===== config.mk =====
export PLATFORM = sky130hd
export DESIGN_NAME = layer_input_loader
export DESIGN_NICKNAME = d
export VERILOG_FILES = /design/src/rtl/layer_input_loader.sv
export SDC_FILE = /design/constraint.sdc
export NUM_CORES = 1
export LEC_CHECK = 0
export ABC_CLOCK_PERIOD_IN_PS = 4500
export BUFFER_PORTS_ARGS = -buffer_cell sky130_fd_sc_hd__buf_2
export CORE_ASPECT_RATIO = 2
export CORE_UTILIZATION = 62
export CTS_CLUSTER_DIAMETER = 50
export DETAILED_ROUTE_END_ITERATION = 8
export GPL_ROUTABILITY_DRIVEN = 0
export PLACE_DENSITY = 0.85
export SYNTH_ARGS = -nofsm -noshare
export SYNTH_HDL_FRONTEND = slang
export SYNTH_SLANG_ARGS = --single-unit

===== constraint.sdc =====
create_clock -name clk -period 4.5 [get_ports clk]
set_input_delay 0.9 -clock clk [delete_from_list [all_inputs] [get_ports clk]]
set_output_delay 0.9 -clock clk [all_outputs]
set_load 0.01 [all_outputs]

===== src/rtl/layer_input_loader.sv =====
// Serial-to-parallel activation loader for a fully-connected node layer.
// Assembles N_IN bytes into a shadow, commits atomically to Ax, and times the node pipeline.
module layer_input_loader #(
  parameter int N_IN     = 10,
  parameter int DATA_W   = 8,
  parameter int NODE_LAT = 3
) (
  input  logic                     clk,
  input  logic                     reset,
  input  logic [DATA_W-1:0]        s_data,
  input  logic                     s_valid,
  input  logic                     s_last,
  output logic                     s_ready,
  output logic [N_IN*DATA_W-1:0]   Ax,
  output logic                     out_valid,
  output logic                     busy,
  output logic                     frame_err
);

  localparam int CNT_W = $clog2(N_IN + 1);
  localparam int LAT_W = $clog2(NODE_LAT + 1);

  typedef enum logic {FILL, WAIT} state_t;

  state_t                   state;
  logic [CNT_W-1:0]         cnt;
  logic [LAT_W-1:0]         lat_cnt;
  logic                     full;
  logic [N_IN*DATA_W-1:0]   shadow;

  logic                     xfer;
  logic                     last_pos;
  logic                     good;
  logic                     bad;
  logic                     expire;
  logic                     commit;
  logic [N_IN*DATA_W-1:0]   merged;
  logic [N_IN*DATA_W-1:0]   commit_vec;

  assign s_ready  = reset & ~full;
  assign xfer     = s_valid & s_ready;
  assign last_pos = (cnt == CNT_W'(N_IN - 1));
  assign good     = xfer & last_pos & s_last;
  assign bad      = xfer & (last_pos ^ s_last);
  assign expire   = (state == WAIT) && (lat_cnt == LAT_W'(1));

  // Shadow with the byte currently on the bus merged in, so a frame can commit on its last transfer.
  always_comb begin
    merged = shadow;
    for (int unsigned k = 0; k < N_IN; k++) begin
      if (cnt == CNT_W'(k)) merged[k*DATA_W +: DATA_W] = s_data;
    end
  end

  always_comb begin
    commit     = 1'b0;
    commit_vec = merged;
    if (state == FILL) begin
      commit = good;
    end else if (expire) begin
      if (full) begin
        commit     = 1'b1;
        commit_vec = shadow;
      end else begin
        commit = good;
      end
    end
  end

  always_ff @(posedge clk) begin
    if (!reset) begin
      state     <= FILL;
      cnt       <= '0;
      lat_cnt   <= '0;
      full      <= 1'b0;
      shadow    <= '0;
      Ax        <= '0;
      out_valid <= 1'b0;
      busy      <= 1'b0;
      frame_err <= 1'b0;
    end else begin
      out_valid <= expire;

      if (xfer) begin
        shadow <= merged;
        if (bad) begin
          frame_err <= 1'b1;
          cnt       <= '0;
        end else if (good) begin
          cnt <= '0;
        end else begin
          cnt <= cnt + 1'b1;
        end
      end

      if (commit) begin
        Ax      <= commit_vec;
        lat_cnt <= LAT_W'(NODE_LAT);
        state   <= WAIT;
        busy    <= 1'b1;
        full    <= 1'b0;
      end else if (state == WAIT) begin
        lat_cnt <= lat_cnt - 1'b1;
        if (expire) begin
          state <= FILL;
          busy  <= 1'b0;
        end else if (good) begin
          // Frame finished early: park it in the shadow and stall the producer until expiry.
          full <= 1'b1;
        end
      end
    end
  end

endmodule


[Yosys cells after proc, flatten, opt, wreduce, memory -nomap -nowiden]
Cells that the tools add are included.
Storage, ports and cells
  bits in read-only memories: 0
  input bits: 12
  bits in writable memories: 0
  latch bits: 0
  bits in registers: 171
  logic and storage cells: 64
  memories: 0
  output and inout bits: 84
Operators by class
  multiplexer cells: 26
  equality and inequality tests: 10
  reductions and logical operators: 8
  bitwise operators: 9
  shift operators: 0
  magnitude comparators: 0
  add/sub/neg operators: 2
  multiply operators: 0
  divide/modulo/power cells: 0
Operators by type and width (count)
  2-to-1 mux 80 bit: 3
  2-to-1 mux 8 bit: 10
  == test 4 x 3 -> 1 bit (second input constant): 4
  2-to-1 mux 1 bit: 9
  == test 4 x 2 -> 1 bit (second input constant): 2
  == test 4 bit (second input constant): 2
  2-to-1 mux 4 bit: 2
  AND 1 bit: 5
  adder 4 x 1 -> 4 bit (second input constant): 1
  == test 4 x 1 -> 1 bit (second input constant): 1
  zero test 4 bit: 1
  2-to-1 mux 2 bit: 2
  AND reduction 2 bit: 2
  nonzero test 2 bit: 2
  NOT 1 bit: 3
  AND reduction 3 bit: 1
  == test 2 x 1 -> 1 bit (second input constant): 1
  OR reduction 2 bit: 1
  subtractor 2 x 1 -> 2 bit (second input constant): 1
  logical AND 1 bit: 1
  bitwise XOR 1 bit: 1

[Longest topological paths before layout]
  word-level depth: 10
  depth in mapped cells: 9
  mapped depth without buffers: 6

[Worst setup path after synthesis]
Ideal clock, no wire load.
  path kind: input port to output port
  from: input port reset
  to: output port s_ready
  buffers on the path: 2
  slack: 2.102 ns
  arrival time: 1.498 ns
  stages: 4
  data required time: 3.600 ns
  path through: buf_2 inv_2 clkbuf_1 nor2_1
On the way
  word-level cells in the longest chain between the ends: 1
Ends and longest elaborated chain
  start, declared: line 9  | input logic reset,
  AND 1 bit: line 40  | assign s_ready = reset & ~full;
  end, declared: line 13  | output logic s_ready,
No other way between the ends.

[Worst setup path in the final report]
  from: register cnt[1]
  to: register Ax[34]
On the way
  word-level cells in the longest chain between the ends: 6
  elaborated cells on any way between the ends: 11
Ends and longest elaborated chain
  start, declared: line 26  | logic [CNT_W-1:0] cnt;
  start signal, assigned: line 92  | cnt <= cnt + 1'b1;
  == test 4 bit: line 42  | assign last_pos = (cnt == CNT_W'(N_IN - 1));
  AND 1 bit (2 in a row): line 43  | assign good = xfer & last_pos & s_last;
  2-to-1 mux 1 bit: line 61  | if (full) begin
  2-to-1 mux 1 bit: line 60  | end else if (expire) begin
  2-to-1 mux 1 bit: line 58  | if (state == FILL) begin
  end signal, assigned: line 97  | Ax <= commit_vec;
  end, declared: line 14  | output logic [N_IN*DATA_W-1:0] Ax,
Several ways; a longest one is shown, not always the timed one.
A chain may end at the register's enable or synchronous reset.

==> tab_implementation.tex <==
\begin{tabular}{lr}
\hline
Metric & Value \\
\hline
\multicolumn{2}{l}{\textbf{Yosys}} \\
Post-synthesis cell area & 7440 um\^{}2 \\
Largest family of logic cells by synthesized area & compound AO/OA/AOI/OAI gates \\
Adder-Cell Fraction of Synth Area & 0.00841 \\
XOR/XNOR Fraction of Synth Area & 0.00118 \\
Number of warnings printed during yosys synthesis & 0 \\
Gate count of the mapped netlist & 815 \\
Proportion of synthesized flip-flops having asynchronous set or reset & 0 \\
Unique cell type count in the Yosys netlist & 42 \\
Number of storage elements in the synthesis netlist & 171 \\
Top cell types by occurrence after synthesis & 171 x sky130\_fd\_sc\_hd\_\_dfxtp\_1, 163 x sky130\_fd\_sc\_hd\_\_nand2\_1, 84 x sky130\_fd\_sc\_hd\_\_nor2\_1 \\
Top FF cell, synth & sky130\_fd\_sc\_hd\_\_dfxtp\_1 \\
Share of the synthesized area in the top cell type & 0.460 \\
Mux share of post-synthesis cell area & 0.109 \\
Compound-gate portion of the synthesized area & 0.191 \\
EDFF count, synth & 0 \\
Avg Synthesized Cell Area & 9.13 um\^{}2 \\
Post-synthesis net count & 832 \\
Most frequent cell after synthesis & sky130\_fd\_sc\_hd\_\_dfxtp\_1 \\
Share of the yosys chip area belonging to registers & 0.460 \\
Most area-hungry cell type in the Yosys netlist & sky130\_fd\_sc\_hd\_\_dfxtp\_1 \\
Post-synthesis simple-gate area fraction & 0.166 \\
Synth area leaders & sky130\_fd\_sc\_hd\_\_dfxtp\_1 46\%, sky130\_fd\_sc\_hd\_\_mux2i\_1 11\%, sky130\_fd\_sc\_hd\_\_nand2\_1 8.2\% \\
\multicolumn{2}{l}{\textbf{Critical path}} \\
Worst r2r dst & Ax[34] \\
Arrival time at the worst endpoint & 3230 ps \\
Critical R2R Launch & cnt[1] \\
Critical path's largest stage delay & 840 ps \\
Cell chain of the critical path & inv\_1, ha\_1, nand3b\_4, nor2\_4, nand3\_4, a221oi\_1 \\
Setup slack on the worst flop-to-flop path & 1560 ps \\
Critical path start-end classification & flip-flop to flip-flop \\
Bufs and invs on worst path & 1 \\
Worst-path maximum fanout & 80 \\
Startpoint class of the critical path & flip-flop \\
Critical path's top delay family & simple AND/OR/NAND/NOR gates \\
Critical Path Slowest Stage Cell & sky130\_fd\_sc\_hd\_\_nand3\_4 \\
Crit path required time & 4800 ps \\
Endpoint type of the worst setup path & flip-flop \\
Depth of the most critical reg-to-reg path & 6 \\
\multicolumn{2}{l}{\textbf{CTS}} \\
Hold buffer count at cts & 0 \\
Post-CTS Setup Repair Bufs & 0 \\
Cts bufs inserted & 17 \\
Level count of the clock H-tree & 4 \\
TritonCTS clock tree & yes \\
Clock latency on the worst-skew pair & 430 ps \\
Number of buffers on the longest clock path & 2 \\
Total number of clock tree sinks & 171 \\
Clock transition at the register clock pins on the worst setup and hold paths after CTS & 60 ps \\
Clock Root Buffer & sky130\_fd\_sc\_hd\_\_clkbuf\_16 \\
PostCTS Resize Cnt & 0 \\
\multicolumn{2}{l}{\textbf{Layout}} \\
Sequential standard cell area & around 3400 um\^{}2 \\
Final standard cell area without fillers & 8320 um\^{}2 \\
Final standard cell utilization of the core & 0.711 \\
Number of standard cells in the layout, taps in and fillers out & 1003 \\
Fill cell instance count of the final layout & 837 \\
Ratio of cells with drive above 1 in the final layout & 0.207 \\
Area of the multi-input gates & 3540 um\^{}2 \\
Number of nets at the end of the flow & roughly 860 \\
Area growth syn-to-layout & 11.8\% \\
Antenna diode count & 0 \\
\multicolumn{2}{l}{\textbf{Routing}} \\
DRT iter0 DRCs & 524 \\
Routed length on met3 & 907 um \\
Avg Vias per Cell & 6.21 \\
Top layer in use & met4 \\
DR vias & 6233 \\
Routed Wire Length & about 18000 um \\
Final antenna-violating net count & 0 \\
Length of the first detailed-routing pass in iterations & 5 \\
Met2 routed wirelength & approximately 9700 um \\
M1 WL & 7010 um \\
Routed wire per std cell & 18.3 um \\
DRC & 0 \\
\multicolumn{2}{l}{\textbf{Place}} \\
Post-placement cell area & 7690 um\^{}2 \\
Cells after DPL & 972 \\
Final HPWL from detailed placement & 11400 um \\
Worst slack, placed & 1300 ps \\
I/O Buffers & 95 \\
\multicolumn{2}{l}{\textbf{Timing}} \\
Max Clock Skew & 8.82 ps \\
Tightest slew margin relative to the limit & 0.238 \\
RSZ-0062 raised after global routing & false \\
Final setup vio count & 0 \\
Timing-limited maximum frequency & 0.341 GHz \\
Final Hold Viols & 0 \\
Slack of the critical path & 1560 ps \\
Fin. max-slew vios & 0 \\
Min Tclk post-route & 2940 ps \\
Share of the clock period used by the worst path & 0.652 \\
Worst Tran Pin Value & 1140 ps \\
Total Negative Setup Slacks & 0 ps \\
Worst hold slack after final layout & $\sim$460 ps \\
\multicolumn{2}{l}{\textbf{Min path}} \\
Hold Path Class & flip-flop to flip-flop \\
Hold\_sp & shadow[70] \\
Worst Hold Endpoint & shadow[70] \\
Instance count along the most critical hold path & 2 \\
\multicolumn{2}{l}{\textbf{Pwr}} \\
Power per cell area & 384 nW/um\^{}2 \\
Internal Dissipation & 2.49 mW \\
Proportion of total power due to net switching & 0.219 \\
Proportion of power drawn by the clock network & 0.490 \\
Leakage Power & 3.24 nW \\
Seq pwr share & 0.478 \\
Peak supply drop & 319 uV \\
Combinational fraction of design power & 0.032 \\
P\_sw & 0.700 mW \\
Power consumption & 3.19 mW \\
\multicolumn{2}{l}{\textbf{Flow run}} \\
Max Cap Viol & 0 \\
\multicolumn{2}{l}{\textbf{Floorplan}} \\
Boundary pin count & 96 \\
Core area & 11700 um\^{}2 \\
Height of the chip & 157 um \\
X dimension of the die & between 70 and 80 um \\
Initial Util & 0.636 \\
Die Area & approximately 12000 um\^{}2 \\
Number of core rows & between 50 and 60 \\
\multicolumn{2}{l}{\textbf{Global routing}} \\
Residual overflow from global routing & 0 \\
Initial antenna violation count & 0 \\
Number of global-route vias before repair & 5937 \\
Global-route usage over all layers & 0.300 \\
Pin count of the biggest net entering global routing & 88 \\
Global-route wire length before repair & around 29000 um \\
\multicolumn{2}{l}{\textbf{Status}} \\
Result of the run & complete, no violations \\
\hline
\end{tabular}
[cell type report]
| cell class | instances | share of cell area |
|---|---|---|
| Inverter | 7 | 0.00316 |
| Clock buffer | 19 | 0.0532 |
| Tap cell | 145 | 0.0218 |
| Clock inverter | 12 | 0.0227 |
| Multi-Input combinational cell | 549 | 0.426 |
| Sequential cell | 171 | 0.412 |
| Timing Repair Buffer | 100 | 0.0617 |
[state kept, by name, summed over array words and instances (netlist names)]
| name | cells |
|---|---|
| Ax | 80 |
| busy | 1 |
| cnt | 4 |
| frame_err | 1 |
| full | 1 |
| lat_cnt | 2 |
| out_valid | 1 |
| shadow | 80 |
| state | 1 |
[power by group through the flow]
| stage | combinational [mW] | sequential (mW) | clock (mW) |
|---|---|---|---|
| 2_1_floorplan | 0.0737 | 1.56 | 0 |
| 3_3_place_gp | 0.0955 | 1.56 | 0 |
| 3_5_place_dp | 0.0994 | 1.56 | 0 |
| 4_1_cts | 0.100 | 1.53 | 1.57 |
| 5_1_grt | 0.109 | 1.53 | 1.63 |
| 6_report | 0.103 | 1.53 | 1.56 |
[how the worst max path moves through the flow]
stage            from  depth (start not counted)       to  slack (ps)
6_report       cnt[1]                          6   Ax[34]        1560
5_1_grt        cnt[1]                          6   Ax[33]        1340
4_1_cts        cnt[1]                          6   Ax[34]        1590
3_5_place_dp    reset                          5   Ax[33]        1300
3_3_place_gp    reset                          5   Ax[29]        1470
2_1_floorplan   reset                          4  s_ready        2100
[per-layer routing]
layer	vias up	GRT usage
li1	2916	-
met1	3041	0.339
met2	218	0.527
met3	58	0.0412
met4	0	0.172
met5	-	0
[cell usage in the layout (no fill, tap or decap), types with 2 or more instances in the layout]
master / Yosys / final
sky130_fd_sc_hd__a221oi_2: 30 / 30
sky130_fd_sc_hd__nand3_2: 7 / 6
sky130_fd_sc_hd__and3_1: 13 / 12
sky130_fd_sc_hd__clkinv_4: 0 / 4
sky130_fd_sc_hd__inv_6: 0 / 3
sky130_fd_sc_hd__inv_1: 6 / 6
sky130_fd_sc_hd__o21ai_0: 74 / 74
sky130_fd_sc_hd__buf_4: 4 / 5
sky130_fd_sc_hd__nor2_4: 2 / 2
sky130_fd_sc_hd__nand2_1: 163 / 163
sky130_fd_sc_hd__buf_2: 27 / 95
sky130_fd_sc_hd__ha_1: 5 / 5
sky130_fd_sc_hd__a31oi_1: 3 / 3
sky130_fd_sc_hd__and3b_1: 2 / 2
sky130_fd_sc_hd__a221oi_1: 50 / 50
sky130_fd_sc_hd__nor2_1: 84 / 84
sky130_fd_sc_hd__a21oi_1: 5 / 5
sky130_fd_sc_hd__dfxtp_1: 171 / 171
sky130_fd_sc_hd__clkbuf_16: 0 / 17
sky130_fd_sc_hd__nand3_1: 3 / 3
sky130_fd_sc_hd__and4b_1: 2 / 2
sky130_fd_sc_hd__mux2i_1: 80 / 80
sky130_fd_sc_hd__bufinv_16: 0 / 4
sky130_fd_sc_hd__nand3_4: 1 / 2
sky130_fd_sc_hd__o21ai_1: 8 / 8
[worst reg2reg max path, cell delays in order (launching register included)]
cell and delay (ps):
sky130_fd_sc_hd__dfxtp_1 360, sky130_fd_sc_hd__inv_1 90, sky130_fd_sc_hd__ha_1 310, sky130_fd_sc_hd__nand3b_4 180, sky130_fd_sc_hd__nor2_4 330, sky130_fd_sc_hd__nand3_4 840, sky130_fd_sc_hd__a221oi_1 700
[cell families after synthesis]
logic type	count (synthesis)
simple gates	284
compound gates	178
flops	171
buf+inv	95
mux	81
fa+ha+maj	5
xor+xnor	1
Power figures use the tool's default switching activity.
